$ cat config.mk
export PLATFORM = sky130hd
export DESIGN_NAME = cam_emul
export DESIGN_NICKNAME = d
export VERILOG_FILES = /design/src/rtl/cam_pkg.sv /design/src/rtl/cam_bar_gen.sv /design/src/rtl/cam_emul.sv
export SDC_FILE = /design/constraint.sdc
export NUM_CORES = 1
export LEC_CHECK = 0
export BUFFER_PORTS_ARGS = -buffer_cell sky130_fd_sc_hd__buf_2
export CAP_MARGIN = 10
export CORE_AREA = 4 4 107 109
export CTS_BUF_LIST = sky130_fd_sc_hd__clkbuf_16
export DETAILED_ROUTE_END_ITERATION = 12
export DIE_AREA = 0 0 111 113
export PLACE_DENSITY = 0.58
export SLEW_MARGIN = 10
export SYNTH_ARGS = -nofsm -noshare
export SYNTH_HDL_FRONTEND = slang
export SYNTH_SLANG_ARGS = --single-unit
$ cat constraint.sdc
create_clock -name CAM_pclk -period 3.82 [get_ports CAM_pclk]
set_clock_uncertainty 0.15 [all_clocks]
set_input_delay 0.382 -clock CAM_pclk [delete_from_list [all_inputs] [get_ports CAM_pclk]]
set_output_delay 0.382 -clock CAM_pclk [all_outputs]
set_load 0.02 [all_outputs]
$ cat src/rtl/cam_pkg.sv
// Shared constants for the camera emulator and its capture-side bench:
// video timing, frame size, FSM state encoding and the colour-bar palette.
package cam_pkg;

    localparam int unsigned CAM_H_PIX     = 160;
    localparam int unsigned CAM_V_LINES   = 120;
    localparam int unsigned CAM_H_BLANK   = 40;
    localparam int unsigned CAM_VS_LINES  = 3;
    localparam int unsigned CAM_VBP_LINES = 2;
    localparam int unsigned CAM_VFP_LINES = 2;

    localparam int unsigned CAM_LINE_LEN  = 2 * CAM_H_PIX + CAM_H_BLANK;
    localparam int unsigned FRAME_PIX     = CAM_H_PIX * CAM_V_LINES;

    localparam int unsigned PIX_W         = 12;
    localparam int unsigned BAR_W         = 20;
    localparam int unsigned NUM_BARS      = 8;
    localparam int unsigned BAR_IDX_W     = $clog2(NUM_BARS);

    typedef enum logic [2:0] {
        IDLE   = 3'd0,
        VSYNC  = 3'd1,
        VBACK  = 3'd2,
        ACTIVE = 3'd3,
        VFRONT = 3'd4
    } cam_state_e;

    // Bar 0 sits in the low slice: white, yellow, cyan, green, magenta, red, blue, black.
    localparam logic [NUM_BARS-1:0][PIX_W-1:0] BAR_COLOUR = {
        12'h000, 12'h00F, 12'hF00, 12'hF0F,
        12'h0F0, 12'h0FF, 12'hFF0, 12'hFFF
    };

endpackage

$ cat src/rtl/cam_bar_gen.sv
// Colour-bar source: maps a pixel column to one of eight RGB444 bar colours.
// Ports: CAM_pclk/rst (sync, active-high), x = pixel column,
//        colour = registered bar colour for x (one clock of latency, like the RAM).
module cam_bar_gen
    import cam_pkg::*;
#(
    parameter int unsigned XW = 8
)(
    input  logic             CAM_pclk,
    input  logic             rst,
    input  logic [XW-1:0]    x,
    output logic [PIX_W-1:0] colour
);

    logic [BAR_IDX_W-1:0] bar_idx;

    // x / BAR_W as a compare chain
    always_comb begin
        bar_idx = '0;
        for (int unsigned i = 1; i < NUM_BARS; i++) begin
            if (x >= XW'(i * BAR_W)) begin
                bar_idx = BAR_IDX_W'(i);
            end
        end
    end

    always_ff @(posedge CAM_pclk) begin
        if (rst) begin
            colour <= '0;
        end else begin
            colour <= BAR_COLOUR[bar_idx];
        end
    end

endmodule

$ cat src/rtl/cam_emul.sv
// Camera emulator: streams a frame buffer (or colour bars) as an 8-bit
// camera byte stream with vsync/href timing, two bytes per RGB444 pixel.
// Ports: CAM_pclk, rst (sync, active-high), en (frame start request),
//        pat_sel (0 = frame buffer, 1 = bars), RD_addr/RD_data (1-clock RAM),
//        CAM_px_data, CAM_vsync, CAM_href, frame_done (all registered).
module cam_emul
    import cam_pkg::*;
#(
    parameter int unsigned AW        = 15,
    parameter int unsigned DW        = 12,
    parameter int unsigned H_PIX     = CAM_H_PIX,
    parameter int unsigned V_LINES   = CAM_V_LINES,
    parameter int unsigned H_BLANK   = CAM_H_BLANK,
    parameter int unsigned VS_LINES  = CAM_VS_LINES,
    parameter int unsigned VBP_LINES = CAM_VBP_LINES,
    parameter int unsigned VFP_LINES = CAM_VFP_LINES
)(
    input  logic          CAM_pclk,
    input  logic          rst,
    input  logic          en,
    input  logic          pat_sel,
    output logic [AW-1:0] RD_addr,
    input  logic [DW-1:0] RD_data,
    output logic [7:0]    CAM_px_data,
    output logic          CAM_vsync,
    output logic          CAM_href,
    output logic          frame_done
);

    localparam int unsigned LINE_LEN = 2 * H_PIX + H_BLANK;
    localparam int unsigned HCW      = $clog2(LINE_LEN);
    localparam int unsigned LCW      = $clog2(V_LINES + 1);
    localparam int unsigned XW       = $clog2(H_PIX);
    localparam int unsigned PIX_LAST = H_PIX * V_LINES - 1;

    cam_state_e     state, nxt_state;
    logic [HCW-1:0] hcnt, nxt_hcnt;
    logic [LCW-1:0] lcnt, nxt_lcnt;
    logic           line_end;

    logic           pat_q;
    logic [AW-1:0]  pix_addr;
    logic [XW-1:0]  bar_x;
    logic [7:0]     pix_lo;
    logic [PIX_W-1:0] bar_colour;

    logic           nxt_href;
    logic           frame_start;
    logic           prefetch_line;
    logic           fetch_in_line;
    logic           fetch;
    logic [XW-1:0]  fetch_x;
    logic [DW-1:0]  pix_src;

    // FSM and timing counters
    always_ff @(posedge CAM_pclk) begin
        if (rst) begin
            state <= IDLE;
            hcnt  <= '0;
            lcnt  <= '0;
        end else begin
            state <= nxt_state;
            hcnt  <= nxt_hcnt;
            lcnt  <= nxt_lcnt;
        end
    end

    assign line_end = (hcnt == HCW'(LINE_LEN - 1));

    // Next state; lcnt counts lines inside the current state
    always_comb begin
        nxt_state = state;
        nxt_hcnt  = line_end ? '0 : hcnt + HCW'(1);
        nxt_lcnt  = lcnt;
        case (state)
            IDLE: begin
                nxt_hcnt = '0;
                nxt_lcnt = '0;
                if (en) begin
                    nxt_state = VSYNC;
                end
            end
            VSYNC: begin
                if (line_end) begin
                    if (lcnt == LCW'(VS_LINES - 1)) begin
                        nxt_state = VBACK;
                        nxt_lcnt  = '0;
                    end else begin
                        nxt_lcnt  = lcnt + LCW'(1);
                    end
                end
            end
            VBACK: begin
                if (line_end) begin
                    if (lcnt == LCW'(VBP_LINES - 1)) begin
                        nxt_state = ACTIVE;
                        nxt_lcnt  = '0;
                    end else begin
                        nxt_lcnt  = lcnt + LCW'(1);
                    end
                end
            end
            ACTIVE: begin
                if (line_end) begin
                    if (lcnt == LCW'(V_LINES - 1)) begin
                        nxt_state = VFRONT;
                        nxt_lcnt  = '0;
                    end else begin
                        nxt_lcnt  = lcnt + LCW'(1);
                    end
                end
            end
            VFRONT: begin
                if (line_end) begin
                    if (lcnt == LCW'(VFP_LINES - 1)) begin
                        nxt_state = en ? VSYNC : IDLE;
                        nxt_lcnt  = '0;
                    end else begin
                        nxt_lcnt  = lcnt + LCW'(1);
                    end
                end
            end
            default: begin
                nxt_state = IDLE;
                nxt_hcnt  = '0;
                nxt_lcnt  = '0;
            end
        endcase
    end

    // Output registers are loaded from next-state values, so each output
    // lines up with the state/counter value of the cycle it is visible in.
    assign nxt_href    = (nxt_state == ACTIVE) && (nxt_hcnt < HCW'(2 * H_PIX));
    assign frame_start = (nxt_state == VSYNC) && (state != VSYNC);

    // Pixel x is fetched two cycles ahead of its even byte (hcnt = 2x-2):
    // pixel 0 of each line at hcnt L-2 of the previous line (last VBACK line
    // or any ACTIVE line but the last), the rest on even hcnt in the line.
    assign prefetch_line = (nxt_hcnt == HCW'(LINE_LEN - 2)) &&
                           (((nxt_state == VBACK)  && (nxt_lcnt == LCW'(VBP_LINES - 1))) ||
                            ((nxt_state == ACTIVE) && (nxt_lcnt != LCW'(V_LINES - 1))));
    assign fetch_in_line = (nxt_state == ACTIVE) && !nxt_hcnt[0] &&
                           (nxt_hcnt <= HCW'(2 * H_PIX - 4));
    assign fetch         = prefetch_line || fetch_in_line;
    assign fetch_x       = prefetch_line ? '0 : XW'(nxt_hcnt >> 1) + XW'(1);

    // RAM data and bar colour both arrive one clock after the fetch
    assign pix_src = pat_q ? DW'(bar_colour) : RD_data;

    cam_bar_gen #(
        .XW (XW)
    ) u_bar_gen (
        .CAM_pclk (CAM_pclk),
        .rst      (rst),
        .x        (bar_x),
        .colour   (bar_colour)
    );

    // Address pipeline, source select and byte serialiser
    always_ff @(posedge CAM_pclk) begin
        if (rst) begin
            pat_q       <= 1'b0;
            pix_addr    <= '0;
            RD_addr     <= '0;
            bar_x       <= '0;
            pix_lo      <= '0;
            CAM_px_data <= 8'h00;
            CAM_vsync   <= 1'b0;
            CAM_href    <= 1'b0;
            frame_done  <= 1'b0;
        end else begin
            CAM_vsync  <= (nxt_state == VSYNC);
            CAM_href   <= nxt_href;
            frame_done <= (nxt_state == VFRONT) &&
                          (nxt_lcnt == LCW'(VFP_LINES - 1)) &&
                          (nxt_hcnt == HCW'(LINE_LEN - 1));

            if (frame_start) begin
                pat_q    <= pat_sel;
                pix_addr <= '0;
            end else if (fetch) begin
                RD_addr <= pix_addr;
                bar_x   <= fetch_x;
                if (pix_addr != AW'(PIX_LAST)) begin
                    pix_addr <= pix_addr + AW'(1);
                end
            end

            if (nxt_href) begin
                if (!nxt_hcnt[0]) begin
                    CAM_px_data <= {4'h0, pix_src[11:8]};
                    pix_lo      <= pix_src[7:0];
                end else begin
                    CAM_px_data <= pix_lo;
                end
            end else begin
                CAM_px_data <= 8'h00;
            end
        end
    end

endmodule

* After elaboration in Yosys (flattened, before gate mapping) *
Memories as Yosys holds them, arrays and structs flattened. A register that Yosys moved wholly into a read port is not among the register bits.
Index checks and enable logic that the tools add are counted.

cells by class
  $add $sub $neg = 4
  multipliers = 0
  div/mod/pow operators = 0
  order comparisons = 9
  equality and inequality tests = 18
  shifts and indexed selects = 0
  multiplexer cells = 30
  bitwise logic cells = 3
  reductions and logical operators = 21

operators by type and width
  kind                                                                    number
  7-bit 2-to-1 mux                                                        6
  3-bit 2-to-1 mux                                                        13
  9-bit == test (second input constant)                                   3
  8-bit by 7-bit >= comparator with 1-bit output (second input constant)  3
  7-bit case mux with 3 select lines                                      1
  9-bit 2-to-1 mux                                                        2
  8-bit by 6-bit >= comparator with 1-bit output (second input constant)  2
  15-bit by 1-bit adder with 15-bit output (second input constant)        1
  15-bit != test (second input constant)                                  1
  3-bit case mux with 5 select lines                                      1
  7-bit by 1-bit == test with 1-bit output (second input constant)        2
  3-bit by 2-bit == test with 1-bit output (second input constant)        4
  12-bit 2-to-1 mux                                                       1
  9-bit by 1-bit adder with 9-bit output (second input constant)          1
  9-bit less-or-equal comparator (second input constant)                  1
  1-bit logical AND                                                       9
  9-bit < comparator (second input constant)                              1
  8-bit by 1-bit adder with 8-bit output (second input constant)          1
  8-bit by 5-bit >= comparator with 1-bit output (second input constant)  1
  8-bit >= comparator (second input constant)                             1
  8-bit 2-to-1 mux                                                        1
  7-bit by 1-bit adder with 7-bit output (second input constant)          1
  7-bit by 2-bit == test with 1-bit output (second input constant)        1
  7-bit == test (second input constant)                                   1
  15 further kinds                                                        26

word-level totals
  register bits after elaboration = 77
  bits in latches = 0
  memory bits (writable) = 0
  memory bits (read-only) = 96
  bits of input ports = 16
  output and inout port bits = 26
  memories kept = 1

memories
  name             depth  width  read ports  clocked after memory_dff  wr ports  RTL line           text
  (no name shown)  8      12     1           1                         0         cam_bar_gen.sv:31  colour <= BAR_COLOUR[bar_idx];

* Longest topological paths before layout *
  depth in word-level cells = 10
  gate-level depth with buffers = 16

* Modules after synthesis *
Synthesis repeated with hierarchy kept, for this count alone.

unflattened totals
  cell total of the unflattened synthesis = 509
  area, all modules = 4205.3 um^2

modules (own cells, without submodules)
  module       instances  cells each  area an instance (um^2)  sequential area each (um^2)
  cam_emul     1          479         3938.8                   1541.5
  cam_bar_gen  1          30          266.5                    60.1

* Worst setup path after synthesis *
OpenSTA, ideal clock, no wires.

  path kind = register to register
  start = reg hcnt[0]
  end = reg pix_addr[12]
  arrival time = 3256 ps
  data required time = 3600 ps
  path slack = 344 ps
  stages on the path, launching flop included = 15
  buffers on the path = 4
  clock period less this slack = 3476 ps
  path through = dfxtp_1 > ha_1 > buf_2 > nand3_1 > or3_1 > buf_6 > o32ai_4 > a21oi_2 > or3_1 > buf_2 > mux2i_1 > o21ba_1 > buf_6 > or4_1 > a21oi_1

between the ends
  longest elaborated chain between the ends = 9

RTL lines
  what                                                                                            RTL line         text
  start, declared                                                                                 cam_emul.sv:37   logic [HCW-1:0] hcnt, nxt_hcnt;
  start signal, assigned                                                                          cam_emul.sv:63   hcnt <= nxt_hcnt;
  parallel branches: the longest is 9 deep, another holds 9-bit by 1-bit adder with 9-bit output  --
  end signal, assigned                                                                            cam_emul.sv:185  pix_addr <= pix_addr + AW'(1);
  end, declared                                                                                   cam_emul.sv:42   logic [AW-1:0] pix_addr;

Parallel ways; which one is timed is not known.
A chain may end at the register's enable or synchronous reset.

* Final worst setup path *
  start = reg hcnt[1]
  end = reg pix_addr[8]

Same word-level chain as after synthesis.

==> metrics <==
syn_nets 521; relative slew slack 0.572; worst hold path type in2reg; Yosys top cell by area dfxtp_1; CTS tree built; R2R Setup Slk 0.29 ns; Pre-antenna DRT Iters 4; hold path start pat_sel; I/O pins 42; reg-to-reg endpoint pix_addr[8]; Max Buffers Root-to-Sink 2; Layout Utilization 0.457; Initial Util 0.385; Leakage 1.96 nW; die area 0.0125 mm^2; Crit path required time 3.93 ns; global route total overflow 0; EDFF count, synth 0; Yosys reg bits 78; clk sink count 78; Worst-Skew Late Latency 0.34 ns; Max IR drop VDD 239 uV; Reg-to-Reg Start hcnt[1]; global-route usage over all layers 0.166; vias in the first global route 3573; Pwr per Cell Area 388 mW/mm^2; DRC violations left 0; Synth top cells by count 78 x dfxtp_1, 68 x nor2_1, 39 x a21oi_1, 37 x nand2_1, 23 x mux2i_1; final max-slew violation count 0; Nets 569; Num CTS Buffers 9; Mapped Area 0.00409 mm^2; reg2reg path depth 11; mean area per synthesized cell 8.19 um^2; clock-pin slew on the worst setup and hold paths 0.06 ns; max incr delay on CP 0.54 ns; crit path launch type register; most frequent cell after synthesis dfxtp_1; CTS root buf clkbuf_16; Hold Vio Cnt, Final 0; Async S/R FF share, synth 0; drt initial violations 243; fill count 1077; critical path capture point pix_addr[8]; core area 0.0106 mm^2; FP Rows 38; largest fanout on the critical path 19; CP arrival 3.65 ns; Die Y 113 um; via count 3714; top-area cell type share of the netlist area 0.382; Buffers on Ports 41; die width 111 um; unrepaired setup endpoints after global routing false; first-pass GRT wire length 17.2 mm; vias per cell 5.37; Critical-path top delay cell or4_1; Ant. Diodes 0; dominant cells by area after synthesis dfxtp_1 38%, nor2_1 6.2%, mux2i_1 5.6%; area growth from synthesis to layout 18.6%; Seq/Total Area, Yosys 0.382; Distinct cells, synth 57; H-tree Lvls 3; Final HPWL DP 7.40 mm; antenna-violating nets left 0; crit-path cells ha_1 > nand3_1 > or3_4 > buf_4 > o31ai_1 > o21ai_1 > and2_1 > o41a_1 > o21ba_2 > or4_1 > a21oi_1; initial antenna violation count 0; kind of critical path reg2reg; period utilization 0.925; outcome finished, final reports clean; Syn Inst Count 499; f_max 283 MHz; share of layout cells above drive strength 1 0.174; minimum clock period 3.53 ns; WL/cell 14.5 um; Final GP Congestion 0.904; Crit. End Element register; DRT Wirelength 10.0 mm; Setup Viol. Count Final 0; Setup TNS 0 ns; critical path startpoint hcnt[1]; largest net degree at the start of global routing 34; Worst-Margin Slew 0.642 ns; postcts setup bufs 0; maxcap violations 0; Yosys warnings 0; Main synth FF type dfxtp_1
==> metrics by stage <==
step	hold slack (ns)	std cells	cell area [um^2]	power [W]	worst slack, ns
2_1_floorplan	0.280	499	4090	0.000903	0.344
3_3_place_gp	0.296	676	4510	0.000939	0.196
3_5_place_dp	0.298	676	4510	0.000939	0.129
4_1_cts	0.120	692	4840	0.00190	0.0933
5_1_grt	0.166	692	4840	0.00195	0.0456
6_report	0.125	692	4840	0.00188	0.288
==> metal layers <==
layer	up-vias	GRT usage	part of all wire
li1	1891	-	-
met1	1724	0.208	0.47
met2	79	0.277	0.46
met3	20	0.0390	0.048
met4	0	0.0698	0.023
met5	-	0	0
==> kinds of logic after synthesis <==
family	count (synthesis)	share of synthesized area
mux	23	0.0564
xor+xnor	15	0.0322
compound gates	115	0.193
fa+ha+maj	6	0.0184
buf+inv	48	0.0539
flops	78	0.382
simple gates	214	0.264
==> power breakdown <==
group	total, W	internal (W)	switching (W)	leakage, nW
Clock	0.000961	0.000583	0.000378	0.163
Sequential	0.000826	0.000819	0.00000724	0.630
Combinational	0.0000946	0.0000360	0.0000586	1.17
==> worst min-delay path by stage <==
stage / end / depth (start not counted)
2_1_floorplan: CAM_px_data[4] / 1
3_3_place_gp: CAM_px_data[5] / 1
3_5_place_dp: CAM_px_data[7] / 1
4_1_cts: pat_q / 3
5_1_grt: pat_q / 3
6_report: pat_q / 3
==> final cells by class <==
cell class | count | area [um^2] | area share
inverter | 17 | 63.8 | 0.0132
tap | 140 | 175 | 0.0362
clock inverter | 7 | 103 | 0.0212
multi-input combinational | 373 | 2310 | 0.476
clock buffer | 9 | 225 | 0.0465
sequential | 78 | 1560 | 0.322
timing repair buffer | 68 | 408 | 0.0842
==> sequential cells by signal, indices dropped and copies added (netlist names) <==
name              cells
RD_addr              15
CAM_px_data           8
pat_q                 1
frame_done            1
bar_x                 6
u_bar_gen.colour      3
CAM_vsync             1
state                 3
CAM_href              1
hcnt                  9
pix_addr             15
pix_lo                8
lcnt                  7
==> critical path, delay by kind of cell, from the launching register on <==
| kind | cells | cell delay, ns |
|---|---|---|
| compound gates | 5 | 1.30 |
| simple gates | 4 | 1.28 |
| flops | 1 | 0.36 |
| fa+ha+maj | 1 | 0.18 |
| buf+inv | 1 | 0.18 |
==> repair_timing <==
| item | 4_1_cts | 5_1_grt |
|---|---|---|
| endpoints found under the hold margin | 0 | 0 |
| hold buffers | 0 | 0 |
| resized for setup | 0 | 2 |
| endpoints found under the setup margin | 0 | 25 |
==> layout by cell type (no fill, tap or decap), drive strengths merged, types with 11 or more instances in the layout <==
master  Yosys  final
nor3       14     14
nand2      37     37
inv        17     21
mux2i      23     23
o21ai      15     15
dfxtp      78     78
nand2b     14     14
a211oi     11     11
nand3      18     18
nor2       68     68
a21oi      40     40
or3        12     12
buf        13     68
Note: power is estimated with default switching activity, not from simulation.
